<file path="config.mk">
export PLATFORM = sky130hd
export DESIGN_NAME = muldiv_unit
export DESIGN_NICKNAME = d
export VERILOG_FILES = /design/src/rtl/muldiv_unit.sv
export SDC_FILE = /design/constraint.sdc
export NUM_CORES = 1
export LEC_CHECK = 0
export BUFFER_PORTS_ARGS = -buffer_cell sky130_fd_sc_hd__buf_2
export CELL_PAD_IN_SITES_DETAIL_PLACEMENT = 1
export CELL_PAD_IN_SITES_GLOBAL_PLACEMENT = 1
export CORE_AREA = 2 2 155 157
export DETAILED_ROUTE_END_ITERATION = 16
export DIE_AREA = 0 0 157 159
export PLACE_DENSITY = 0.87
export RECOVER_POWER = 100
export SYNTH_ARGS = -nofsm -noshare
export SYNTH_HDL_FRONTEND = slang
export SYNTH_SLANG_ARGS = --single-unit
</file>
<file path="constraint.sdc">
create_clock -name clk -period 5.03 [get_ports clk]
set_input_delay 0.7545 -clock clk [delete_from_list [all_inputs] [get_ports clk]]
set_output_delay 0.7545 -clock clk [all_outputs]
set_load 0.01 [all_outputs]
</file>
<file path="src/rtl/muldiv_unit.sv">
// Iterative RV32M multiply/divide: shift-add multiplier and restoring divider, fixed 34-cycle latency.
// Define MULDIV_DIV_EN to build the divider; without it divide ops still stall 34 cycles and return 0.
module muldiv_unit #(
  parameter int XLEN = 32
) (
  input  logic            clk,
  input  logic            rst_n,
  input  logic            start,
  input  logic [2:0]      op,
  input  logic [XLEN-1:0] in1,
  input  logic [XLEN-1:0] in2,
  input  logic            flush,
  output logic            busy,
  output logic            done,
  output logic [XLEN-1:0] result
);
  localparam int CW = $clog2(XLEN);

  typedef enum logic [1:0] {IDLE, CALC, FIX, DONE} state_t;

  state_t            state;
  logic [CW-1:0]     cnt;
  logic [2:0]        op_q;
  logic              neg_a;
  logic              neg_b;
  logic [XLEN-1:0]   opnd;
  logic [2*XLEN-1:0] acc;

  logic              sgn1;
  logic              sgn2;
  logic [XLEN-1:0]   mag1;
  logic [XLEN-1:0]   mag2;
  logic [XLEN:0]     mul_sum;
  logic [2*XLEN-1:0] mul_next;
  logic [2*XLEN-1:0] prod;
  logic [XLEN-1:0]   div_res;
  logic [XLEN-1:0]   fix_res;

  always_comb begin
    sgn1 = 1'b0;
    sgn2 = 1'b0;
    case (op)
      3'b000, 3'b001, 3'b100, 3'b110: begin
        sgn1 = 1'b1;
        sgn2 = 1'b1;
      end
      3'b010:  sgn1 = 1'b1;
      default: ;
    endcase
  end

  assign mag1 = (sgn1 && in1[XLEN-1]) ? -in1 : in1;
  assign mag2 = (sgn2 && in2[XLEN-1]) ? -in2 : in2;

  // acc holds {partial product, remaining multiplier bits}; low half doubles as dividend/quotient.
  assign mul_sum  = {1'b0, acc[2*XLEN-1:XLEN]} + {1'b0, (acc[0] ? opnd : {XLEN{1'b0}})};
  assign mul_next = {mul_sum, acc[XLEN-1:1]};
  assign prod     = (neg_a ^ neg_b) ? -acc : acc;

`ifdef MULDIV_DIV_EN
  logic [XLEN-1:0] rem;
  logic [XLEN:0]   rem_shift;
  logic [XLEN:0]   rem_diff;
  logic [XLEN-1:0] quot_fix;
  logic [XLEN-1:0] rem_fix;

  assign rem_shift = {rem, acc[XLEN-1]};
  assign rem_diff  = rem_shift - {1'b0, opnd};
  // Signed overflow (MIN / -1) needs no special path: |MIN| / 1 re-negates to MIN with remainder 0.
  assign quot_fix  = (opnd == '0) ? '1 :
                     ((neg_a ^ neg_b) ? -acc[XLEN-1:0] : acc[XLEN-1:0]);
  assign rem_fix   = neg_a ? -rem : rem;
  assign div_res   = op_q[1] ? rem_fix : quot_fix;
`else
  assign div_res   = '0;
`endif

  always_comb begin
    fix_res = div_res;
    if (!op_q[2]) begin
      fix_res = (op_q[1:0] == 2'b00) ? prod[XLEN-1:0] : prod[2*XLEN-1:XLEN];
    end
  end

  always_ff @(posedge clk or negedge rst_n) begin
    if (!rst_n) begin
      state  <= IDLE;
      cnt    <= '0;
      op_q   <= '0;
      neg_a  <= 1'b0;
      neg_b  <= 1'b0;
      opnd   <= '0;
      acc    <= '0;
      busy   <= 1'b0;
      done   <= 1'b0;
      result <= '0;
`ifdef MULDIV_DIV_EN
      rem    <= '0;
`endif
    end else if (flush) begin
      state <= IDLE;
      cnt   <= '0;
      busy  <= 1'b0;
      done  <= 1'b0;
    end else begin
      case (state)
        IDLE: begin
          if (start) begin
            state <= CALC;
            busy  <= 1'b1;
            cnt   <= '0;
            op_q  <= op;
            neg_a <= sgn1 && in1[XLEN-1];
            neg_b <= sgn2 && in2[XLEN-1];
            opnd  <= op[2] ? mag2 : mag1;
            acc   <= {{XLEN{1'b0}}, (op[2] ? mag1 : mag2)};
`ifdef MULDIV_DIV_EN
            rem   <= '0;
`endif
          end
        end
        CALC: begin
          if (!op_q[2]) begin
            acc <= mul_next;
          end
`ifdef MULDIV_DIV_EN
          else if (!rem_diff[XLEN]) begin
            rem             <= rem_diff[XLEN-1:0];
            acc[XLEN-1:0]   <= {acc[XLEN-2:0], 1'b1};
          end else begin
            rem             <= rem_shift[XLEN-1:0];
            acc[XLEN-1:0]   <= {acc[XLEN-2:0], 1'b0};
          end
`endif
          cnt <= cnt + 1'b1;
          if (cnt == CW'(XLEN - 1)) begin
            state <= FIX;
          end
        end
        FIX: begin
          result <= fix_res;
          done   <= 1'b1;
          state  <= DONE;
        end
        DONE: begin
          done  <= 1'b0;
          busy  <= 1'b0;
          state <= IDLE;
        end
        default: state <= IDLE;
      endcase
    end
  end
endmodule
</file>
==> flow_summary.ini, run 1 <==
[sta]
maxSlewHeadroom_pct = -137.9
rsz0062_at_grt = false
post-route-min-period_ns = 4.131
fin_setup_tns_ns = 0
fin_hold_ws_ns = 0.4754
hold_viol = 0
finalSetupViolations = 0
final-max-slew-violation-count = 131
fin_skew_ns = 0.01648
max_freq_mhz = 242.0
tightest_slew_ns = 3.568
finalCritPeriodShare_pct = 82.13

[floorplan]
die_area_mm2 = 0.02496
start_util_pct = 48.37
rows = 56
coreArea_mm2 = 0.02319
io_pins = 105
die_height_um = 159
floorplan.die.width_um = 157

[yosys]
synthDistinctLibCells = 73
synth_nets = 1528
synth_cells = 1415
synthTopCellsByArea = dfrtp_1, xnor2_1, o21ai_0
synth_top_family_by_area = compound AO/OA/AOI/OAI gates
synthFlopType = dfrtp_1
yosysWarnings = 0
synthSimpleGateAreaFrac_pct = 23.50
postSynthAreaPerCell_um2 = 7.928
netlist_area_mm2 = 0.01122
synth_compound_area_share_pct = 24.70
synth_seq_cells = 142
ys_seq_area_share_pct = 31.68
synthMuxAreaShare_pct = 1.026
synth_edf_count = 0
synth_top_area_cell = dfrtp_1
ys_async_sr_fraction_pct = 100.0
yosys.area_share.adder_pct = 4.751
synth_top_area_share_pct = 31.68
yosys.area_share.xor_xnor_pct = 10.54

[place]
io_buffers = 104
hpwl_um = 30060
gp_congestion = 0.9703

[worst_setup_path]
cp_data_required_time_ns = 5.39
end_kind = register
path_class = register to register
cp_max_fo = 45
r2r_end = acc[61]
r2r_start = state[0]
worst_ep_arrival_time_ns = 4.50
r2r_slack_ns = 0.90
rr_worst_depth = 8
worstSetupStartpointType = register

[run]
maxCapViolCount = 2

[routing]
ant_nets = 0
vias = 11720
remaining_drc_errors = 0
dr.pass1.iters = 5
met2WireLength_um = 18400
drt_iter0_markers = 1196
dr_wl_met3_um = 3136
routed_wl_um = 40530
met1Wirelength_um = 17800
viasPerCell = 6.502
topRoutingLayerUsed = met4
routedWlPerCell_um = 22.48

[finish]
mostFrequentLayoutCell = nand2_1
fillers = 2956
drive_gt1_share_pct = 9.097
layout_common_cells = nand2_1, dfrtp_1, o21ai_0
fin_nets = 1584
area_growth_pct = 11.39
diodes = 0

[clock_tree]
clk_latency_ns = 0.45
numCtsBuffers = 17
clkSinkCount = 142
clk_pin_slew_ns = 0.08
postCtsSetupRepairBufs = 0
root_buffer = clkbuf_16
hold_buffers = 0
cts_resized = 0
clock_path_buffers = 2
cts_tree = built
cts-htree-levels = 4

[min_path]
min-delay-start = result[12]
hold_class = register to register
min_to = result[12]
hold_depth = 1

[power_and_ir_drop]
ir_drop_mv = 0.2496
leakagePower_nw = 5.255
powerDensity_mw_per_mm2 = 632.1

[outcome]
status = complete, but fails checks
violations = capacitance limit, slew limit

[global_routing]
grt_overflow = 0
antenna_found_initial = 1
grt_max_degree = 76
grt_pass1_wl_um = 64030
grt_pass1_vias = 11610
grt_usage_pct = 32.68
## worst max-delay path, cell delays in order (launching register included)
cell	delay (ns)
dfrtp_1	0.43
inv_1	0.09
ha_1	0.31
o21ai_0	0.63
a211o_1	1.18
clkbuf_1	0.99
nand2_1	0.14
o311a_1	0.18
o211ai_1	0.09
## layer usage
layer  track usage (%)  vias up
li1                  -     5302
met2             51.61      562
met5                 0        -
met1             45.88     5773
met3             4.137       87
met4             11.88        0
## worst max-delay path by stage
stage          startpoint       end  slack, ns  depth (start not counted)
2_1_floorplan      in1[0]  opnd[28]       1.75                         10
3_3_place_gp       in1[0]  opnd[28]       1.30                         11
3_5_place_dp       in1[0]  opnd[28]       1.25                         11
4_1_cts            acc[0]   acc[58]       1.32                         11
5_1_grt             rst_n  opnd[15]       0.54                          1
6_report         state[0]   acc[61]       0.90                          8
## per-stage QoR
step	area (µm²)	total power [mW]	setup slack [ns]	utilization, %	cells
final	12500	7.898	0.8986	53.88	1803
after CTS	12590	7.839	1.316	54.27	1803
after global routing	12500	8.394	0.5356	53.88	1803
after floorplan	11220	4.979	1.752	-	1415
after detailed placement	11970	6.409	1.252	51.62	1771
after global placement	11970	6.224	1.302	51.62	1771
## sequential cells by signal, summed over array words and instances (netlist names)
signal and count:
acc 64, opnd 32, result 32, cnt 5, op_q 3, state 2
busy 1, done 1, neg_a 1, neg_b 1
## cell usage after synthesis (all sizes together), types with 8 or more instances
| library cell | instances |
|---|---|
| ha | 41 |
| inv | 24 |
| a31oi | 10 |
| nand2 | 167 |
| xnor2 | 77 |
| a21o | 17 |
| and3 | 20 |
| or3 | 24 |
| a22oi | 19 |
| o41ai | 10 |
| or4 | 20 |
| o21ai | 136 |
| nor3 | 45 |
| nor4 | 24 |
| nor2 | 123 |
| nand4 | 11 |
| nand3 | 28 |
| buf | 13 |
| o211ai | 13 |
| clkbuf | 71 |
| a21oi | 114 |
| and2 | 37 |
| nand2b | 9 |
| o31ai | 22 |
| dfrtp | 142 |
| or2 | 8 |
| o221ai | 31 |
| a211oi | 9 |
| xor2 | 58 |
## power by group
group	switching [mW]	internal (mW)	leakage (nW)	total (mW)
Combinational	2.72	1.50	3.10	4.22
Sequential	0.713	1.60	1.85	2.31
Clock	0.605	0.759	0.306	1.36
Total	4.04	3.86	5.25	7.90
## kinds of logic (layout without fill, tap and decap cells)
group | count (synthesis) | in the layout
mux | 11 | 11
simple gates | 538 | 538
compound gates | 439 | 439
fa+ha+maj | 42 | 42
xor+xnor | 135 | 135
flops | 142 | 142
buf+inv | 108 | 177
## layout make-up
type	instances	area, µm²	share of cell area (%)
Clock buffer	17	425.4	3.404
Inverter	24	90.09	0.7209
Multi-Input combinational cell	1165	7247	58.00
Sequential cell	142	3553	28.44
Clock inverter	15	190.2	1.522
Timing Repair Buffer	121	590.6	4.726
Tap cell	319	399.1	3.194
No activity file was read; power rests on OpenSTA's default activity.
==> run 2: changes to the inputs <==
CORE_AREA = 2 2 169 171   (was 2 2 155 157)
DIE_AREA = 0 0 171 173   (was 0 0 157 159)
PLACE_DENSITY = 0.78   (was 0.87)
clock period = 3.7 ns   (was 5.03 ns; I/O delays follow)
==> flow_summary.ini, run 2 (same netlist as run 1, synthesis figures left out) <==
[outcome]
status = complete, but fails checks
violations = capacitance limit, slew limit

[worst_setup_path]
r2r_slack_ns = 0.20
crit_start = acc[12]
path_class = register to register
worst_ep_arrival_time_ns = 3.79
cp_data_required_time_ns = 3.99
cp_max_fo = 10
path_delay_family = simple AND/OR/NAND/NOR gates
path_cells = or4_1 > or3_1 > or4_1 > or4_4 > nor2_2 > nor3_1 > a31oi_1 > o21ai_0
r2r_start = acc[12]
path_common_cell = or4_1
crit_buf_inv = 0
worstSetupStartpointType = register
end_kind = register
critPathMaxStageDelay_ns = 0.68
rr_worst_depth = 8
r2r_end = result[15]
worst-path-stages = 8
cp_slowest_cell = or4_1

[global_routing]
grt_pass1_vias = 11380
grt_pass1_wl_um = 65490
grt_max_degree = 75
antenna_found_initial = 0
grt_usage_pct = 28.35
grt_overflow = 0

[sta]
final-max-slew-violation-count = 75
tightest_slew_ns = 1.993
hold_viol = 0
post-route-min-period_ns = 3.499
finalCritPeriodShare_pct = 94.56
maxSlewHeadroom_pct = -32.89
finalSetupViolations = 0
fin_setup_tns_ns = 0
setup_ws_ns = 0.2013
rsz0062_at_grt = false
fin_skew_ns = 0.008901
max_freq_mhz = 285.8

[power_and_ir_drop]
switchingPower_mw = 5.477
swShare_pct = 49.92
leakagePower_nw = 5.366
clockPowerShare_pct = 17.8
ir_drop_mv = 0.3947
powerDensity_mw_per_mm2 = 860.0
p_int_mw = 5.495
power_frac_seq_pct = 27.7
combinationalPowerShare_pct = 54.6

[routing]
routedWlPerCell_um = 21.90
dr.pass1.iters = 5
ant_nets = 0
viasPerCell = 6.024
remaining_drc_errors = 0
routed_wl_um = 41290
drt_iter0_markers = 851
vias = 11360

[clock_tree]
clkSinkCount = 142
root_buffer = clkbuf_16
clock_path_buffers = 2
cts-htree-levels = 4
clk_pin_slew_ns = 0.07
cts_resized = 0
cts_tree = built
hold_buffers = 0
numCtsBuffers = 17
clk_latency_ns = 0.45
postCtsSetupRepairBufs = 0

[finish]
diodes = 0
layout_common_cells = nand2_1, dfrtp_1, o21ai_0
regMostFlops = acc
fin_nets = 1607
largest_reg_flops = 64
mostFrequentLayoutCell = nand2_1
drive_gt1_share_pct = 10.35
fillers = 3440
final_util_pct = 46.17
reg_top3 = acc x64, opnd x32, result x32
area_growth_pct = 13.72

[floorplan]
die_area_mm2 = 0.02958
die_height_um = 173
start_util_pct = 40.60
io_pins = 105
floorplan.die.width_um = 171
rows = 61
coreArea_mm2 = 0.02763

[min_path]
hold_depth = 3
min-delay-start = op[1]
min_to = op_q[1]
hold_class = input port to register

[place]
hpwl_um = 31910
io_buffers = 104
place_ws_ns = 0.2864
gp_congestion = 0.9639

[run]
maxCapViolCount = 1
==> run 2: through the flow <==
step / cells / area [µm²] / hold WS [ns] / total power, mW
6_report: 1885 / 12760 / 0.3954 / 10.97
5_1_grt: 1885 / 12760 / 0.4047 / 11.73
4_1_cts: 1885 / 12870 / 0.1542 / 10.95
3_5_place_dp: 1853 / 12220 / 0.4692 / 8.949
3_3_place_gp: 1853 / 12220 / 0.4529 / 8.769
2_1_floorplan: 1415 / 11220 / 0.2594 / 6.768
==> run 2: worst register-to-register path: stages (launching register included) <==
cell and delay [ns]:
dfrtp_1 0.42, or4_1 0.66, or3_1 0.45, or4_1 0.68, or4_4 0.55, nor2_2 0.25
nor3_1 0.08, a31oi_1 0.16, o21ai_0 0.10
==> run 2: metal layers <==
metal / vias up / share of wire [%] / track usage (%)
met5: - / 0 / 0
met4: 0 / 2.2 / 8.157
met3: 54 / 6.4 / 4.829
met2: 375 / 44 / 43.41
met1: 5595 / 47 / 40.90
li1: 5332 / - / -
==> run 2: worst max-delay path by stage <==
stage	endpoint	slack, ns
2_1_floorplan	opnd[28]	0.62
3_3_place_gp	opnd[28]	0.37
3_5_place_dp	opnd[28]	0.29
4_1_cts	result[21]	0.37
5_1_grt	acc[63]	0.04
6_report	result[15]	0.20
==> run 2: final cells by class <==
class	instances	area [µm²]	area share, %
Clock buffer	19	452.9	3.550
Sequential cell	142	3553	27.85
Multi-Input combinational cell	1165	7252	56.85
Inverter	24	90.09	0.7062
Tap cell	378	473.0	3.707
Clock inverter	13	200.2	1.569
Timing Repair Buffer	144	735.7	5.767
==> run 2: power groups by stage <==
stage | Sequential [mW] | Combinational (mW) | Clock [mW]
detailed placement | 3.03 | 5.92 | 0
finish | 3.04 | 5.99 | 1.95
CTS | 3.00 | 5.99 | 1.96
global placement | 2.99 | 5.78 | 0
global route | 3.12 | 6.58 | 2.03
floorplan | 2.71 | 4.05 | 0
